`src/rtl/prog_loader.sv`:
```
// prog_loader: assembles a byte stream into memory words while holding the system in reset.
// Define PROG_LOADER_CHECKSUM_EN to require a trailing checksum word after EndWord.
module prog_loader #(
  parameter int unsigned          DataWidth   = 32,
  parameter int unsigned          AddrWidth   = 12,
  parameter logic [DataWidth-1:0] EndWord     = '1,
  parameter int unsigned          ByteTimeout = 65535
) (
  input  logic                 clk_i,
  input  logic                 rst_ni,
  input  logic                 prog_i,
  input  logic                 rx_dv_i,
  input  logic [7:0]           rx_byte_i,
  output logic                 we_o,
  output logic [AddrWidth-1:0] addr_o,
  output logic [DataWidth-1:0] wdata_o,
  output logic                 prog_rst_no,
  output logic                 busy_o,
  output logic                 done_o,
  output logic                 err_o
);

  localparam logic [1:0] StIdle  = 2'd0;
  localparam logic [1:0] StLoad  = 2'd1;
`ifdef PROG_LOADER_CHECKSUM_EN
  localparam logic [1:0] StCheck = 2'd2;
`endif
  localparam logic [1:0] StErr   = 2'd3;

  localparam int unsigned          NumBytes = DataWidth / 8;
  localparam logic [3:0]           LastByte = 4'(NumBytes - 1);
  localparam logic [AddrWidth-1:0] LastAddr = '1;
  localparam logic [31:0]          TmoLast  = 32'(ByteTimeout - 1);

  logic [1:0]           state_q, state_d;
  logic                 prog_q;
  logic [AddrWidth-1:0] addr_q, addr_d;
  logic [3:0]           bcnt_q, bcnt_d;
  logic [DataWidth-1:0] word_q, word_d;
  logic [31:0]          tmo_q, tmo_d;
  logic                 full_q, full_d;
  logic                 we_q, we_d;
  logic [DataWidth-1:0] wdata_q, wdata_d;
  logic                 done_q, done_d;
  logic                 err_q, err_d;
`ifdef PROG_LOADER_CHECKSUM_EN
  logic [DataWidth-1:0] sum_q, sum_d;
`endif

  logic                 rise;
  logic                 last_byte;
  logic                 ovf;
  logic [DataWidth-1:0] asm_w;

  assign rise      = prog_i & ~prog_q;
  assign last_byte = (bcnt_q == LastByte);
  // The write to the last address may still be in flight in this cycle
  assign ovf       = full_q | (we_q & (addr_q == LastAddr));
  // Little-endian: each byte enters at the top and shifts down
  assign asm_w     = DataWidth'({rx_byte_i, word_q} >> 8);

  always_comb begin
    state_d = state_q;
    addr_d  = addr_q;
    bcnt_d  = bcnt_q;
    word_d  = word_q;
    tmo_d   = tmo_q;
    full_d  = full_q;
    wdata_d = wdata_q;
    err_d   = err_q;
    we_d    = 1'b0;
    done_d  = 1'b0;
`ifdef PROG_LOADER_CHECKSUM_EN
    sum_d   = sum_q;
`endif
    if (we_q) begin
      addr_d = addr_q + AddrWidth'(1);
      if (addr_q == LastAddr) full_d = 1'b1;
    end
    unique case (state_q)
      StIdle: begin
        if (rise) begin
          state_d = StLoad;
          addr_d  = '0;
          bcnt_d  = '0;
          tmo_d   = '0;
          full_d  = 1'b0;
          err_d   = 1'b0;
`ifdef PROG_LOADER_CHECKSUM_EN
          sum_d   = '0;
`endif
        end
      end
      StLoad
`ifdef PROG_LOADER_CHECKSUM_EN
      , StCheck
`endif
      : begin
        if (rx_dv_i) begin
          tmo_d  = '0;
          word_d = asm_w;
          bcnt_d = last_byte ? 4'd0 : bcnt_q + 4'd1;
          if (last_byte) begin
            if (state_q == StLoad) begin
              if (asm_w == EndWord) begin
`ifdef PROG_LOADER_CHECKSUM_EN
                state_d = StCheck;
`else
                state_d = StIdle;
                done_d  = 1'b1;
`endif
              end else if (ovf) begin
                state_d = StErr;
                err_d   = 1'b1;
              end else begin
                we_d    = 1'b1;
                wdata_d = asm_w;
`ifdef PROG_LOADER_CHECKSUM_EN
                sum_d   = sum_q + asm_w;
`endif
              end
            end else begin
`ifdef PROG_LOADER_CHECKSUM_EN
              if (asm_w == sum_q) begin
                state_d = StIdle;
                done_d  = 1'b1;
              end else begin
                state_d = StErr;
                err_d   = 1'b1;
              end
`endif
            end
          end
        end else if (bcnt_q != 4'd0) begin
          if (tmo_q == TmoLast) begin
            state_d = StErr;
            err_d   = 1'b1;
          end else begin
            tmo_d = tmo_q + 32'd1;
          end
        end
      end
      StErr: begin
        if (rise) state_d = StIdle;
      end
      default: state_d = StIdle;
    endcase
  end

  always_ff @(posedge clk_i or negedge rst_ni) begin
    if (!rst_ni) begin
      state_q <= StIdle;
      prog_q  <= 1'b0;
      addr_q  <= '0;
      bcnt_q  <= '0;
      word_q  <= '0;
      tmo_q   <= '0;
      full_q  <= 1'b0;
      we_q    <= 1'b0;
      wdata_q <= '0;
      done_q  <= 1'b0;
      err_q   <= 1'b0;
`ifdef PROG_LOADER_CHECKSUM_EN
      sum_q   <= '0;
`endif
    end else begin
      state_q <= state_d;
      prog_q  <= prog_i;
      addr_q  <= addr_d;
      bcnt_q  <= bcnt_d;
      word_q  <= word_d;
      tmo_q   <= tmo_d;
      full_q  <= full_d;
      we_q    <= we_d;
      wdata_q <= wdata_d;
      done_q  <= done_d;
      err_q   <= err_d;
`ifdef PROG_LOADER_CHECKSUM_EN
      sum_q   <= sum_d;
`endif
    end
  end

  assign we_o        = we_q;
  assign addr_o      = addr_q;
  assign wdata_o     = wdata_q;
  assign prog_rst_no = (state_q == StIdle);
  assign busy_o      = (state_q == StLoad);
  assign done_o      = done_q;
  assign err_o       = err_q;

endmodule

```
`config.mk`:
```
export PLATFORM = sky130hd
export DESIGN_NAME = prog_loader
export DESIGN_NICKNAME = d
export VERILOG_FILES = /design/src/rtl/prog_loader.sv
export SDC_FILE = /design/constraint.sdc
export NUM_CORES = 1
export LEC_CHECK = 0
export ABC_AREA = 1
export CAP_MARGIN = 20
export CORE_ASPECT_RATIO = 1.1
export CORE_MARGIN = 5
export CORE_UTILIZATION = 55
export DETAILED_ROUTE_END_ITERATION = 16
export HOLD_SLACK_MARGIN = 0.15
export PLACE_DENSITY_LB_ADDON = 0.25
export SLEW_MARGIN = 10
export SYNTH_ARGS = -nofsm -noshare
export SYNTH_HDL_FRONTEND = slang
export SYNTH_SLANG_ARGS = --single-unit
```
`constraint.sdc`:
```
create_clock -name clk_i -period 2.4 [get_ports clk_i]
set_input_delay 0.36 -clock clk_i [delete_from_list [all_inputs] [get_ports clk_i]]
set_output_delay 0.36 -clock clk_i [all_outputs]
set_load 0.02 [all_outputs]
```
Word level (Yosys, flattened, before mapping)
Index checks and enable logic that the tools add are counted.

Register bits: 119. Latch bits: 0. Bits in writable memories: 0. ROM bits: 0. Bits of input ports: 12. Output and inout port bits: 49. Logic and storage cells: 87. Memories: 0.

Add/sub/neg operators: 3. Multiply operators: 0. Div/mod/pow operators: 0. Magnitude comparators: 0. Equal/unequal tests: 16. Shift-type cells: 0. Multiplexer cells: 42. Bitwise operators: 6. Reductions and logical operators: 9.

Operators with widths (number): $mux 32 (4); $pmux 32 s2 (1); $mux 12 (3); $add 32x1->32 const B (1); $eq 32x16->1 const B (1); $eq 32x32->1 const B (1); $mux 1 (20); $mux 2 (8); $add 12x1->12 const B (1); $eq 12x12->1 const B (1); $mux 4 (3); $ne 3x2->1 const B (4); $pmux 4 s2 (1); $reduce_and 7->1 (1); $ne 3x3->1 const B (2); $pmux 2 s3 (1); $reduce_and 6->1 (1); $reduce_and 5->1 (1); $add 4x1->4 const B (1); $eq 4x2->1 const B (1); $ne 2x2->1 const B (2); $ne 4x2->1 const B (1); $reduce_and 4->1 (1); $reduce_bool 4->1 (1); other kinds (11) (14).

Longest topological paths before layout
Depth after elaboration: 8. Mapped depth: 13. Depth with buffers taken out: 12.

Worst setup path after synthesis
No wires, ideal clock.

Path type: reg2reg. Start point: register addr_q[0], in the netlist addr_o[0]. End point: register wdata_q[0], in the netlist wdata_o[0]. Setup time: 0.116 ns. Arrival time: 1.652 ns. Data required time: 2.284 ns. Setup slack: 0.632 ns. Cell stages (with the launch flop): 12. Buffers on the path: 2. Period minus slack after synthesis: 1.768 ns. Cells stage by stage: dfrtp_1 > ha_1 > nand3_1 > inv_1 > nand4_1 > nand3_1 > nor2_2 > nand2_2 > buf_4 > buf_4 > nand2_1 > nand2_1.

Word-level cells in the longest chain between the ends: 5.

RTL lines: start, declared (line 37) `logic [AddrWidth-1:0] addr_q, addr_d;`; start signal, assigned (line 169) `addr_q <= addr_d;`; $eq 12x12->1 (line 58) `assign ovf = full_q | (we_q & (addr_q == LastAddr));`; $and 1x1->1 (line 58); $or 1x1->1 (line 58); $not 1->1 (no source line); $reduce_and 5->1 (no source line); end signal, assigned (line 175) `wdata_q <= wdata_d;`; end, declared (line 43) `logic [DataWidth-1:0] wdata_q, wdata_d;`.

Every way passes these cells. A chain may end at the register's enable or synchronous reset.

Worst setup path after layout
Start point: register state_q[1]. End point: output busy_o.

Word-level cells in the longest chain between the ends: 1.

RTL lines: start, declared (line 35) `logic [1:0] state_q, state_d;`; start signal, assigned (line 152) `state_q <= StIdle;`; start signal, assigned (line 167) `state_q <= state_d;`; $eq 2x1->1 (line 188) `assign busy_o = (state_q == StLoad);`; end, declared (line 18) `output logic busy_o,`.

Every way passes these cells.

==> flow_metrics.env <==
export IMPL_outcome="finished, final reports clean"
export IMPL_slowest_delay_ns=0.61
export IMPL_cts_resized_gates=0
export IMPL_holdPathEnd="prog_q"
export IMPL_path_common_cell="inv_1"
export IMPL_worst_pin_slew_ns=0.614
export IMPL_port_buffers=60
export IMPL_fp_dieW_um=106
export IMPL_setup_tns_ns=0
export IMPL_root_buffer="clkbuf_8"
export IMPL_cts_sinks=111
export IMPL_powerDensity_nw_per_um2=930
export IMPL_grt_start_max_net_pins=49
export IMPL_hold_viol_final=0
export IMPL_wl_per_cell_um=14.6
export IMPL_hp_class="primary input to register"
export IMPL_r2r_cells=11
export IMPL_cp_required_ns=2.04
export IMPL_synthArstFlopShare_pct=100
export IMPL_wl_mm=13.6
export IMPL_clk_pin_slew_ns=0.11
export IMPL_whs_path_depth=1
export IMPL_r2r_slack_ns=0.51
export IMPL_synth_edf_count=0
export IMPL_relSlewSlack_pct=59.1
export IMPL_finalWorstSetupSlack_ns=0.212
export IMPL_synth_cell_area_um2=5610
export IMPL_setup_worst_path_start="state_q[1]"
export IMPL_fin_crit_sh_pct=91.2
export IMPL_die_h_um=116
export IMPL_maxSlewViolCount=0
export IMPL_viasPerCell=5.31
export IMPL_period_minus_slack_ns=2.19
export IMPL_skew_ns=0.0174
export IMPL_crit_fanout=8
export IMPL_ir_worst_vdd_uv=719
export IMPL_syn_inst=742
export IMPL_fin_area_um2=6560
export IMPL_synth_distinct_cells=32
export IMPL_gp_congestion=0.900
export IMPL_grt_usage_pct=23.5
export IMPL_rows=38
export IMPL_post_route_drc_count=0
export IMPL_fin_nets=823
export IMPL_worstSkewPairLatency_ns=0.39
export IMPL_dpl_hpwl_mm=10.2
export IMPL_cts_hold_buf=1
export IMPL_criticalPathCategory="register to primary output"
export IMPL_cpMaxStageDelayCell="clkdlybuf4s50_1"
export IMPL_synth_ff_latch_count=111
export IMPL_dp_cells=914
export IMPL_syn_avg_cell_area_um2=7.56
export IMPL_drv_cap=0
export IMPL_grt_pass1_vias=4888
export IMPL_cp_arrival_ns=1.83
export IMPL_worstPathCellList="inv_1, nand2_2, inv_1, clkdlybuf4s50_1"
export IMPL_die_area_um2=12300
export IMPL_grt_ovfl_total=0
export IMPL_cts_buffers=9
export IMPL_timing_rr_start="tmo_q[0]"
export IMPL_initial_core_util_pct=56.5
export IMPL_ys_flop_type="dfrtp_1"
export IMPL_setup_viol_count_final=0
export IMPL_ant_nets=0
export IMPL_postCtsSetupRepairBufs=0
export IMPL_drt_iter0_markers=265
export IMPL_ys_warn_count=0
export IMPL_p_leak_nw=2.99
export IMPL_crit_path_end_kind="primary output"
export IMPL_antenna_found_initial=0
export IMPL_final_cells=931
export IMPL_drive_gt1_share_pct=5.30
export IMPL_critPathLaunchType="register"
export IMPL_grt_pass1_wl_mm=22.9
export IMPL_seq_area_frac_synth_pct=49.5
export IMPL_place_area_um2=6350
export IMPL_rsz0062_at_grt="no"
export IMPL_htree_levels=3
export IMPL_io_pins=61
export IMPL_crit_buf_inv=3
export IMPL_firstDrtPassIters=5
export IMPL_critPathTopFamily="buffers and inverters"
export IMPL_area_growth_pct=16.8
export IMPL_vias=4943
export IMPL_r2r_end="tmo_q[15]"
export IMPL_dp_slack_ns=0.277
export IMPL_antenna_cells=0
export IMPL_cts_tree="done"
export IMPL_holdCritStartpoint="prog_i"
export IMPL_cts_buffer_depth=2
export IMPL_synth_nets=759
export IMPL_max_clock_freq_mhz=457
export IMPL_core_area_um2=9940
[layer usage]
| layer | GRT usage, % | up-vias | part of all wire [%] |
|---|---|---|---|
| met4 | 9.76 | 0 | 2.0 |
| met3 | 3.96 | 20 | 4.1 |
| met2 | 39.5 | 117 | 50 |
| li1 | - | 2484 | - |
| met5 | 0 | - | 0 |
| met1 | 30.4 | 2322 | 44 |
[cells by family after synthesis]
group	Yosys count	share of synthesized area (%)
buffers and inverters	89	6.89
flip-flops	111	49.5
AO/OA/AOI/OAI	89	8.36
XOR/XNOR	18	2.81
adder cells (fa/ha/maj)	5	1.11
AND/OR/NAND/NOR	430	31.3
[cells in the mapped netlist, drive strengths merged, types with 5 or more instances]
| cell type | number | area share, % |
|---|---|---|
| nand2 | 263 | 18 |
| dfrtp | 111 | 49 |
| nor2 | 96 | 6.7 |
| inv | 69 | 4.7 |
| o21ai | 68 | 6.1 |
| nand3 | 42 | 3.7 |
| nand4 | 16 | 1.8 |
| buf | 13 | 1.7 |
| a21oi | 12 | 1.1 |
| nor3 | 11 | 0.98 |
| xor2 | 11 | 1.7 |
| clkbuf | 7 | 0.47 |
| xnor2 | 7 | 1.1 |
| ha | 5 | 1.1 |
[placed cells by master, fill, tap and decap left out, types with 3 or more instances in the layout]
master | Yosys | final
clkbuf_8 | 0 | 9
o21ai_1 | 14 | 14
nor3_1 | 11 | 11
buf_4 | 3 | 11
o21ai_0 | 54 | 54
inv_2 | 3 | 3
nor2_1 | 92 | 92
xor2_1 | 11 | 11
dfrtp_1 | 111 | 111
ha_1 | 5 | 5
clkdlybuf4s50_1 | 0 | 59
nand2_2 | 4 | 4
nor2_2 | 3 | 3
nand2_1 | 258 | 258
nand4_1 | 16 | 16
a21oi_1 | 12 | 12
nand3_1 | 42 | 42
inv_1 | 65 | 65
xnor2_1 | 7 | 7
[worst max path at each step]
stage | slack [ns] | cells past startpoint | to
2_1_floorplan | 0.63 | 11 | wdata_o[0]
3_3_place_gp | 0.33 | 9 | err_o
3_5_place_dp | 0.28 | 10 | tmo_q[16]
4_1_cts | 0.20 | 4 | busy_o
5_1_grt | 0.16 | 4 | busy_o
6_report | 0.21 | 4 | busy_o
[where the power goes]
part / switching [mW] / internal, mW
registers: 0.344 / 2.34
clock network: 0.706 / 0.403
logic: 1.46 / 0.850
[registers in the layout (all words and copies together), names as in the netlist]
signal / flops
addr_o: 12
bcnt_q: 4
done_o: 1
err_o: 1
full_q: 1
prog_q: 1
state_q: 2
tmo_q: 32
wdata_o: 32
we_o: 1
word_q: 24
[through the flow]
step                power [mW]  hold slack (ns)  util [%]
finish                    6.09            0.481      66.0
global route              6.49            0.465      66.0
CTS                       6.14            0.463      66.0
detailed placement        5.03            0.412      63.9
global placement          4.94            0.407      63.9
floorplan                 4.10           0.0644         -
[cell type report]
| type | instances | area (um2) |
|---|---|---|
| clock buffer | 9 | 124 |
| clock inverter | 7 | 67.6 |
| fill | 869 | 3380 |
| inverter | 69 | 264 |
| multi-input combinational | 542 | 2450 |
| sequential | 111 | 2780 |
| tap | 120 | 150 |
| timing repair buffer | 73 | 723 |
[worst reg2reg max path, stage by stage (launching register included)]
cell and delay [ns]:
dfrtp_1 0.45, inv_1 0.14, ha_1 0.16, nand2_1 0.06, nor2_1 0.10, nand2_1 0.05, nor2_1 0.12, nand2_1 0.10
nand2_2 0.11, nand2_4 0.07, inv_6 0.23, o21ai_0 0.17
Note: power is estimated with default switching activity, not from simulation.
